`config.mk`:
```
export PLATFORM = sky130hd
export DESIGN_NAME = hamming_serial_tx
export DESIGN_NICKNAME = d
export VERILOG_FILES = /design/src/rtl/hamming_pkg.sv /design/src/rtl/hamming_encode.sv /design/src/rtl/hamming_serial_tx.sv
export SDC_FILE = /design/constraint.sdc
export NUM_CORES = 1
export LEC_CHECK = 0
export ABC_AREA = 1
export CORE_MARGIN = 5
export CORE_UTILIZATION = 50
export CTS_CLUSTER_DIAMETER = 150
export DETAILED_ROUTE_END_ITERATION = 12
export PLACE_DENSITY = 0.77
export SLEW_MARGIN = 20
export SYNTH_ARGS = -nofsm -noshare
export SYNTH_HDL_FRONTEND = slang
export SYNTH_SLANG_ARGS = --single-unit
```
`constraint.sdc`:
```
create_clock -name clk -period 2.03 [get_ports clk]
set_input_delay 0.406 -clock clk [delete_from_list [all_inputs] [get_ports clk]]
set_output_delay 0.406 -clock clk [all_outputs]
set_load 0.02 [all_outputs]
```
`src/rtl/hamming_pkg.sv`:
```
// Shared constants for the Hamming(12,8) serial transmitter: code positions,
// the data position table, the transmitter FSM states and the error-inject mask.
package hamming_pkg;

  localparam int unsigned POS_P1 = 1;
  localparam int unsigned POS_P2 = 2;
  localparam int unsigned POS_P4 = 4;
  localparam int unsigned POS_P8 = 8;

  // DATA_POS[i] is the code position carrying payload bit Di.
  localparam int unsigned DATA_POS [1:8] = '{3, 5, 6, 7, 9, 10, 11, 12};

  typedef enum logic [1:0] {
    IDLE,
    START,
    DATA,
    STOP
  } tx_state_t;

  // One-hot at code position pos; 0 and 13..15 give an all-zero mask.
  function automatic logic [1:12] err_mask(input logic [3:0] pos);
    logic [1:12] m;
    m = '0;
    for (int unsigned i = 1; i <= 12; i++) begin
      if (pos == 4'(i)) m[i] = 1'b1;
    end
    return m;
  endfunction

endpackage

```
`src/rtl/hamming_encode.sv`:
```
// Combinational even-parity Hamming(12,8) encoder; code[1] is sent first on the line.
module hamming_encode
  import hamming_pkg::*;
(
  input  logic [1:8]  data,
  output logic [1:12] code
);

  always_comb begin
    code = '0;
    for (int unsigned i = 1; i <= 8; i++) begin
      code[DATA_POS[i]] = data[i];
    end
    code[POS_P1] = code[3] ^ code[5] ^ code[7]  ^ code[9]  ^ code[11];
    code[POS_P2] = code[3] ^ code[6] ^ code[7]  ^ code[10] ^ code[11];
    code[POS_P4] = code[5] ^ code[6] ^ code[7]  ^ code[12];
    code[POS_P8] = code[9] ^ code[10] ^ code[11] ^ code[12];
  end

endmodule

```
`src/rtl/hamming_serial_tx.sv`:
```
// Hamming(12,8) serial transmitter: accepts a byte, encodes it (optionally flipping one
// code bit) and sends start bit, code positions 1..12 and a stop bit on tx.
module hamming_serial_tx
  import hamming_pkg::*;
#(
  parameter int unsigned CLKS_PER_BIT = 4
) (
  input  logic        clk,
  input  logic        rst,
  input  logic [1:8]  in_data,
  input  logic [3:0]  in_err,
  input  logic        in_valid,
  output logic        in_ready,
  output logic        tx,
  output logic [1:12] code_out,
  output logic        busy,
  output logic        done
);

  localparam int unsigned CW = $clog2(CLKS_PER_BIT) + 1;
  localparam logic [CW-1:0] LAST = CW'(CLKS_PER_BIT - 1);
  localparam logic [CW-1:0] ONE  = CW'(1);

  tx_state_t     state;
  logic [CW-1:0] clk_cnt;
  logic [3:0]    bit_idx;
  logic [1:12]   enc;
  logic          slot_end;
  logic          stop_next_last;

  hamming_encode u_enc (
    .data (in_data),
    .code (enc)
  );

  assign in_ready       = (state == IDLE) && !rst;
  assign slot_end       = (clk_cnt == LAST);
  assign stop_next_last = ((clk_cnt + ONE) == LAST);

  always_ff @(posedge clk) begin
    if (rst) begin
      state    <= IDLE;
      tx       <= 1'b1;
      code_out <= '0;
      busy     <= 1'b0;
      done     <= 1'b0;
      clk_cnt  <= '0;
      bit_idx  <= '0;
    end else begin
      done <= 1'b0;
      case (state)
        IDLE: begin
          if (in_valid) begin
            code_out <= enc ^ err_mask(in_err);
            tx       <= 1'b0;
            busy     <= 1'b1;
            clk_cnt  <= '0;
            state    <= START;
          end
        end
        START: begin
          if (slot_end) begin
            clk_cnt <= '0;
            bit_idx <= 4'd1;
            tx      <= code_out[1];
            state   <= DATA;
          end else begin
            clk_cnt <= clk_cnt + ONE;
          end
        end
        DATA: begin
          if (slot_end) begin
            clk_cnt <= '0;
            if (bit_idx == 4'd12) begin
              bit_idx <= '0;
              tx      <= 1'b1;
              state   <= STOP;
              // With one clock per bit the stop slot is itself the last cycle.
              done    <= (CLKS_PER_BIT == 1);
            end else begin
              bit_idx <= bit_idx + 4'd1;
              tx      <= code_out[bit_idx + 4'd1];
            end
          end else begin
            clk_cnt <= clk_cnt + ONE;
          end
        end
        STOP: begin
          if (slot_end) begin
            clk_cnt <= '0;
            busy    <= 1'b0;
            state   <= IDLE;
          end else begin
            clk_cnt <= clk_cnt + ONE;
            done    <= stop_next_last;
          end
        end
        default: state <= IDLE;
      endcase
    end
  end

endmodule
```
==> metrics.txt, run 1 <==
Mapped Cells=239; crit path DAT=1.46 ns; commonest cells after routing, fill and taps aside=nand2_1, inv_1, nor2_1, clkdlybuf4s50_1, dfxtp_1; DRC Markers=0; status=completed; Clk Latency, worst-skew pair=0.33 ns; CP Max Fanout=5; Max-cap violations=0; post-synthesis adder-cell area fraction=0.0784; gpl congestion=0.871; setup TNS=0 ns; CP Data Required Time=1.62 ns; commonest non-fill, non-tap cell in the layout=nand2_1; Crit Path Category=reg -> out; # IOs=31; FF+latch count, synth=24; TritonCTS clock tree=built; endpoint class of the critical path=output pin; syn avg cell area=6.67 sq um; Global Route Usage Sum=0.176; synth top area cells=dfxtp_1, nand2_1, inv_1; GR Overflow Total=0; peak supply drop=a little over 600 uV; first-pass GRT wire length=6000 microns; Syn Nets=264; crit-path most repeated cell=inv_1; Mapped Area=1600 sq um; final setup fails=0; highest clock rate=between 0.5 and 0.6 GHz; simple logic cell fraction of the synthesized area=0.263; Final Power=between 1.5 and 2 mW; CTS clk-pin slew, worst paths=0.14 ns; post-route ant nets=0; H-tree levels=1; total CTS buffers=3; Core Area=3050 sq um; static leakage power=~0.90 nW; Clock Skew=0.00879 ns; die area=4420 sq um; hpwl dp=2750 microns; final hold vios=0; mux cell area share after synthesis=0; Tmin final=1.87 ns; utilization after layout=0.651; layout cells sized above 1=0.0441; Worst Tran Pin Value=0.327 ns; Hold Path Class=reg -> reg; vias per cell=4.73; CP startpoint kind=flip-flop; Synth top area share=0.301; Rel. slew slack=0.781; CTS sink count=24; Synth area leader=dfxtp_1; count of cell types in the netlist=22; ant diodes=0; chip width=66.5 microns; wire per inst=about 11 microns; Area Growth Syn to Fin=24.6%; Max Root-Sink Buffers=2; critical path cell sequence=inv_1 > ha_1 > inv_1 > nor2_1 > clkbuf_2; Hold Buf Count CTS=0; Yosys warnings=0; final period utilization=0.921; XOR/XNOR Fraction of Synth Area=0.132; Starting Density=0.523; CTS Root Cell=clkbuf_4; Filler cells=300; Crit-path slowest cell=dfxtp_1; main combinational cell family by area after synthesis=simple AND/OR/NAND/NOR gates; TritonRoute pass-1 iters=5; Final Max Tran Viols=0; routed vias=1,495; largest net degree at the start of global routing=20; initial DRC count=88; RSZ-0062 raised after global routing=false; sequential share of the synthesized area=0.301; P per Cell Area=989 nW/um^2; fin nets=298; CP max stage delay=0.35 ns; # port buffers=30; vias in the first global route=1,379; # rows=20; Chip Height=66.5 microns; initial antenna violation count=0; Compound-Gate Fraction of Synth Area=0.115; Post-Route WL=3400 microns
kinds of logic (layout without fill, tap and decap cells):
kind of cell    count (synthesis)  count (layout)
compound gates                 34              34
xor+xnor                       24              24
simple gates                  101             101
fa+ha+maj                      10              10
flops                          24              24
buf+inv                        46              79
through the flow:
| stage | hold WS (ns) | cells | setup slack (ns) | instance area (sq um) |
|---|---|---|---|---|
| after global placement | 0.455 | 312 | -0.0257 | 1960 |
| after floorplan | 0.456 | 239 | 0.585 | 1600 |
| after detailed placement | 0.462 | 312 | -0.00906 | 1960 |
| final | 0.492 | 316 | 0.160 | 1990 |
| after CTS | 0.496 | 316 | 0.0349 | 1990 |
| after global routing | 0.520 | 316 | 0.0368 | 1990 |
power breakdown:
part | total (mW) | switching, mW | internal [mW]
sequential | 0.675 | 0.0855 | 0.590
clock | 0.264 | 0.154 | 0.110
combinational | 1.03 | 0.591 | 0.437
flip-flops by register name, indices dropped and copies added, names as in the netlist:
signal,flops
busy,1
tx,1
bit_idx,4
clk_cnt,3
done,1
state,2
code_out,12
final cells by class:
cell class              count  area (sq um)  area share
well taps                  44          55.1      0.0277
multi-input cells         169           937       0.471
repair buffers             34           325       0.164
clock buffers               4          36.3      0.0183
flip-flops and latches     24           480       0.242
inverters                  41           154      0.0774
repair_timing:
item	4_1_cts	5_1_grt
endpoints found under the setup margin	1	1
gates resized for setup	1	2
cloned	0	0
buffers inserted	0	0
critical path, delay by kind of cell, from the launching register on:
kind                     cells  cell delay (ns)
buffers and inverters        3             0.38
AND/OR/NAND/NOR              1             0.17
flip-flops                   1             0.35
adder cells (fa/ha/maj)      1             0.23
cell usage after synthesis:
master     n
a211oi_1   2
buf_2      1
nor2_1    29
nand3_1   15
ha_1      10
or2_2      1
nand4_1    2
clkbuf_1   3
o221ai_1   1
nor2_2     1
xnor2_1   15
buf_4      1
xor2_1     9
nor2_4     1
a21oi_1   14
a31oi_1    1
a22oi_1    1
nor3_1     3
o21ai_0   15
dfxtp_1   24
nand2_1   49
inv_1     41
worst paths after layout:
| check | start | end | slack (ns) | cells past startpoint |
|---|---|---|---|---|
| max | state[0] | in_ready | 0.16 | 5 |
| min | tx | tx | 0.49 | 2 |
| max reg2reg | state[0] | state[0] | 0.37 | 8 |
| min reg2reg | tx | tx | 0.49 | 2 |
layer usage:
layer,global-route usage,up-vias,share of wire
met5,0,-,0
met4,0.0685,0,0.017
met3,0.0320,5,0.051
met2,0.265,40,0.42
met1,0.246,641,0.51
li1,-,809,-
(Power assumes the default switching activity.)
==> run 2, diff against run 1 <==
--- a/config.mk
+++ b/config.mk
@@ -14,4 +14,5 @@
 export SLEW_MARGIN = 20
 export SYNTH_ARGS = -nofsm -noshare
 export SYNTH_HDL_FRONTEND = slang
+export SYNTH_HIERARCHICAL = 1
 export SYNTH_SLANG_ARGS = --single-unit
==> metrics.txt, run 2 <==
status=completed; routed vias=1,628 (+8.9%); Final Power=1.98 mW (+0.49%); Clock Skew=0.00104 ns (-0.00775 ns); CTS clk-pin slew, worst paths=0.14 ns (about the same); Crit Path Category=reg -> out; commonest non-fill, non-tap cell in the layout=nand2_1; highest clock rate=0.534 GHz (-0.23%); Syn Nets=294 (+11%); Yosys warnings=6 (+6); Rel. slew slack=0.824 (+0.0428); most common cell in the synthesized netlist=nand2_1; Crit-path slowest cell=dfxtp_1; TritonRoute pass-1 iters=6 (+1); endpoint class of the critical path=output pin; CP Max Fanout=4 (-1); Largest register FFs=12 (unchanged); Synth top area share=0.279 (-0.0221); fin nets=321 (+7.7%); RSZ-0062 raised after global routing=false; post-route ant nets=0 (unchanged); Starting Density=0.516 (-0.00661); vias per cell=4.77 (+0.91%); Design Area, Final=2060 sq um (+3.8%); DRC Markers=0 (unchanged); Global Route Usage Sum=0.173 (-0.00302); Mapped Area=1720 sq um (+7.9%); Final Max Tran Viols=0 (unchanged); total CTS buffers=3 (unchanged); die area=4720 sq um (+6.7%); critical path cell sequence=inv_1 > ha_1 > inv_1 > nor2_1 > clkdlybuf4s15_1; hpwl dp=2890 microns (+5.2%); crit path to=in_ready; met3 global-route usage=0.0243 (-0.00773); crit path DAT=1.47 ns (about the same); Max Root-Sink Buffers=2 (unchanged); TritonCTS clock tree=built; crit path buf inv count=3 (unchanged); RR Startpoint=state[0]; asr flop ratio synth=0 (unchanged); static leakage power=1.01 nW (+12%); gr busiest metal=met2; r2r endpoint=state[0]; peak supply drop=533 uV (-12%); Regs by FF count=code_out: 12 flops, bit_idx: 4 flops, clk_cnt: 3 flops; cell count along the critical path=5 (unchanged); Hold Path Class=reg -> reg; Post-synth top flop=dfxtp_1; CP max stage delay=0.36 ns (about the same); P per Cell Area=958 nW/um^2 (-3.2%); Worst Tran Pin Value=0.263 ns (-0.0647 ns); Synth area leader=dfxtp_1; setup TNS=0 ns (unchanged); count of cell types in the netlist=23 (+4.5%); CTS sink count=24 (unchanged); Post-Route WL=3640 microns (+6.9%); Area Growth Syn to Fin=19.8%; Most flops, register=code_out; layout cells sized above 1=0.0373 (-0.00683); commonest cells after routing, fill and taps aside=nand2_1, inv_1, nor2_1, clkdlybuf4s50_1, dfxtp_1; # IOs=31 (unchanged); GR met1 Demand/Resource=0.227 (-0.0190); gpl congestion=0.858 (-1.4%); chip width=68.7 microns (+3.3%); FF-to-FF setup slack=0.42 ns (+0.05 ns); met2 Use GR=0.286 (+0.0209); Filler cells=343 (+14%); synth cell count leaders=nand2_1, inv_1, nor2_1; sequential share of the synthesized area=0.279 (-0.0221); crit-path most repeated cell=inv_1; wire per inst=10.7 microns (-0.91%); GR Overflow Total=0 (unchanged); final hold vios=0 (unchanged); number of synthesized flops with an enable pin=0 (unchanged); syn avg cell area=6.40 sq um (-4.1%); initial DRC count=80 (-9.1%); first-pass GRT wire length=6250 microns (+4.1%); ant diodes=0 (unchanged); initial antenna violation count=0 (unchanged); final setup fails=0 (unchanged); # port buffers=30 (unchanged); Post-DP Area=2030 sq um (+3.6%); FF+latch count, synth=24 (unchanged); Tmin final=1.87 ns (+0.00432 ns); hold_ws=0.492 ns (-0.000372 ns); # rows=21 (+5.0%); final period utilization=0.923 (+0.00213); synth top area cells=dfxtp_1, nand2_1, inv_1; Critical path origin=state[0]; Mapped Cells=269 (+13%); vias in the first global route=1,514 (+9.8%); largest net degree at the start of global routing=21 (+5.0%); Max-cap violations=0 (unchanged); CP Data Required Time=1.62 ns (about the same); H-tree levels=1 (unchanged); Core Area=3340 sq um (+9.3%); Chip Height=68.7 microns (+3.3%); CP top delay family=buffers and inverters; Worst R2R Path Depth=9 (+1); CTS Root Cell=clkbuf_4; Clk Latency, worst-skew pair=0.32 ns (about the same); CP startpoint kind=flip-flop
==> run 2: cell count changes after synthesis, moves of 3 or more <==
cell and change:
nand3_1 +4, xnor2_1 -5, buf_4 +7, nand2_1 +9
inv_1 +12, a21oi_1 +3
==> run 2: worst min-delay path, delay by kind of cell, from the launching register on <==
kind	cells	cell delay, ns
and+or+nand+nor	1	0.06
DFF	1	0.35
AOI/OAI and AO/OA	1	0.05
==> run 2: report_power, final <==
group	internal (mW)	total (mW)	switching [mW]
logic	0.439	1.04	0.597
registers	0.589	0.676	0.0870
clock network	0.110	0.264	0.155
total	1.14	1.98	0.839
==> run 2: repair_timing <==
| item | 4_1_cts | 5_1_grt |
|---|---|---|
| hold buffers | 0 | 0 |
| setup endpoints to repair | 1 | 1 |
| setup buffers | 0 | 0 |
| gates resized for setup | 1 | 1 |
==> run 2: worst min path at each step <==
stage               cells after the start        from  slack [ns]    endpoint
global route                            2  clk_cnt[1]        0.51  clk_cnt[1]
global placement                        2        busy        0.47        busy
floorplan                               2  clk_cnt[2]        0.46  clk_cnt[2]
detailed placement                      2        busy        0.47        busy
finish                                  2        busy        0.49        busy
CTS                                     2        busy        0.50        busy
==> run 2: cell families after synthesis <==
logic type / count (synthesis) / synth area share
AO/OA/AOI/OAI: 38 / 0.118
XOR/XNOR: 19 / 0.0967
adder cells (fa/ha/maj): 10 / 0.0727
buffers and inverters: 66 / 0.166
flip-flops: 24 / 0.279
AND/OR/NAND/NOR: 112 / 0.268
==> run 2: layout make-up <==
cell class,instances,area [sq um],share of cell area
timing repair buffer,34,330,0.160
multi-input combinational,179,956,0.463
clock buffer,4,36.3,0.0176
sequential,24,480,0.233
inverter,54,203,0.0982
tap,46,57.6,0.0279
==> run 2: stage by stage <==
stage,util,cells,setup WS [ns]
floorplan,-,269,0.499
global placement,0.607,337,0.0239
detailed placement,0.607,337,0.0203
CTS,0.618,341,0.120
global route,0.618,341,0.0198
finish,0.618,341,0.156
==> run 2: layer usage <==
metal / vias up / part of all wire
met5: - / 0
met4: 0 / 0.010
met3: 4 / 0.030
met2: 27 / 0.47
met1: 726 / 0.49
li1: 871 / -
==> run 3, diff against run 2 <==
--- a/config.mk
+++ b/config.mk
@@ -10,7 +10,7 @@
 export CORE_UTILIZATION = 50
 export CTS_CLUSTER_DIAMETER = 150
 export DETAILED_ROUTE_END_ITERATION = 12
-export PLACE_DENSITY = 0.77
+export DONT_BUFFER_PORTS = 1
 export SLEW_MARGIN = 20
 export SYNTH_ARGS = -nofsm -noshare
 export SYNTH_HDL_FRONTEND = slang
==> metrics.txt, run 3 (synthesis results as in run 2) <==
H-tree levels=1 (unchanged); Rel. slew slack=0.773 (-0.0510); setup TNS=0 ns (unchanged); initial DRC count=131 (+64%); TritonCTS clock tree=built; Max-cap violations=0 (unchanged); routed vias=1,462 (-10%); Most flops, register=code_out; Tmin final=1.81 ns (-0.0654 ns); GR Overflow Total=0 (unchanged); largest net degree at the start of global routing=22 (+4.8%); RR Startpoint=bit_idx[0]; Hold Path Class=in -> reg; CTS clk-pin slew, worst paths=0.16 ns (+0.02 ns); hpwl dp=2830 microns (-2.2%); final setup fails=0 (unchanged); CP Max Fanout=5 (+1); layout cells sized above 1=0.0380 (+0.000735); Clock Skew=0.0233 ns (+0.0223 ns); peak supply drop=636 uV (+19%); Global Route Usage Sum=0.166 (-0.00722); status=completed; crit path DAT=1.40 ns (-0.07 ns); final hold vios=0 (unchanged); Critical path origin=state[0]; CP Data Required Time=1.62 ns (about the same); Design Area, Final=1770 sq um (-14%); Clk Latency, worst-skew pair=0.33 ns (about the same); CTS Root Cell=clkbuf_4; commonest non-fill, non-tap cell in the layout=nand2_1; Crit Path Category=reg -> out; static leakage power=0.893 nW (-12%); TritonRoute pass-1 iters=4 (-2); final period utilization=0.891 (-0.0322); die area=4720 sq um (unchanged); hold_ws=0.118 ns (-0.374 ns); chip width=68.7 microns (unchanged); DRC Markers=0 (unchanged); wire per inst=11.4 microns (+6.6%); Chip Height=68.7 microns (unchanged); first-pass GRT wire length=5970 microns (-4.5%); P per Cell Area=1050 nW/um^2 (+9.3%); Final Max Tran Viols=0 (unchanged); Worst Tran Pin Value=0.340 ns (+0.0768 ns); Regs by FF count=code_out: 12 flops, bit_idx: 4 flops, clk_cnt: 3 flops; commonest cells after routing, fill and taps aside=nand2_1, inv_1, nor2_1, dfxtp_1, nand3_1; hold path startpoint=rst; CP startpoint kind=flip-flop; Setup Fix Bufs, Post-CTS=0 (unchanged); initial antenna violation count=0 (unchanged); post-route ant nets=0 (unchanged); Max Root-Sink Buffers=2 (unchanged); total CTS buffers=3 (unchanged); Area Growth Syn to Fin=2.62%; CTS sink count=24 (unchanged); fin nets=289 (-10%); ant diodes=0 (unchanged); highest clock rate=0.553 GHz (+3.6%); vias in the first global route=1,349 (-11%); vias per cell=4.73 (-0.90%); Starting Density=0.516 (unchanged); # rows=21 (unchanged); Hold Buf Count CTS=0 (unchanged); Post-DP Area=1710 sq um (-16%); endpoint class of the critical path=output pin; # IOs=31 (unchanged); Post-Route WL=3520 microns (-3.4%); Filler cells=367 (+7.0%); Core Area=3340 sq um (unchanged); gpl congestion=0.824 (-4.0%); Final Power=1.85 mW (-6.4%); # port buffers=0 (-100%); post-cts repair resize count=0 (-1); RSZ-0062 raised after global routing=false; Largest register FFs=12 (unchanged)
==> run 3: cell count changes in the layout (fill, tap and decap cells not counted), sizes merged <==
cell / change
clkbuf: -1
clkdlybuf4s15: -1
clkdlybuf4s50: -29
buf: -2
bufinv: +1
==> run 3: power breakdown <==
group          internal, mW  switching, mW  total, mW
sequential            0.589          0.196      0.786
combinational         0.263          0.447      0.710
clock                 0.200          0.154      0.354
==> run 3: stage by stage <==
stage / util / instances / worst slack, ns
2_1_floorplan: - / 269 / 0.499
3_3_place_gp: 0.513 / 305 / 0.431
3_5_place_dp: 0.513 / 305 / 0.380
4_1_cts: 0.529 / 309 / 0.131
5_1_grt: 0.529 / 309 / 0.0919
6_report: 0.529 / 309 / 0.221
==> run 3: area by class of cell <==
class                      count  area [sq um]  area share
inverter                      54           203       0.115
clock inverter                 1          30.0      0.0170
multi-input combinational    179           958       0.542
tap                           46          57.6      0.0326
clock buffer                   3          22.5      0.0127
timing repair buffer           2          15.0     0.00850
sequential                    24           480       0.272
==> run 3: metal layers <==
layer,GRT usage,vias to the layer above,part of all wire
met5,0,-,0
met2,0.244,22,0.38
met4,0.0447,0,0.0082
li1,-,807,-
met1,0.231,631,0.53
met3,0.0519,2,0.075
==> run 3: worst max-delay path, stage by stage, from the launching register on <==
cell	delay (ns)
dfxtp_1	0.36
inv_1	0.10
ha_1	0.23
inv_1	0.15
nor2_2	0.24
==> run 3: final timing paths <==
kind	endpoint	slack (ns)	cells past startpoint
hold / removal	bit_idx[1]	0.12	1
setup / recovery	in_ready	0.22	4
hold reg to reg	clk_cnt[2]	0.49	2
setup reg to reg	tx	0.32	12
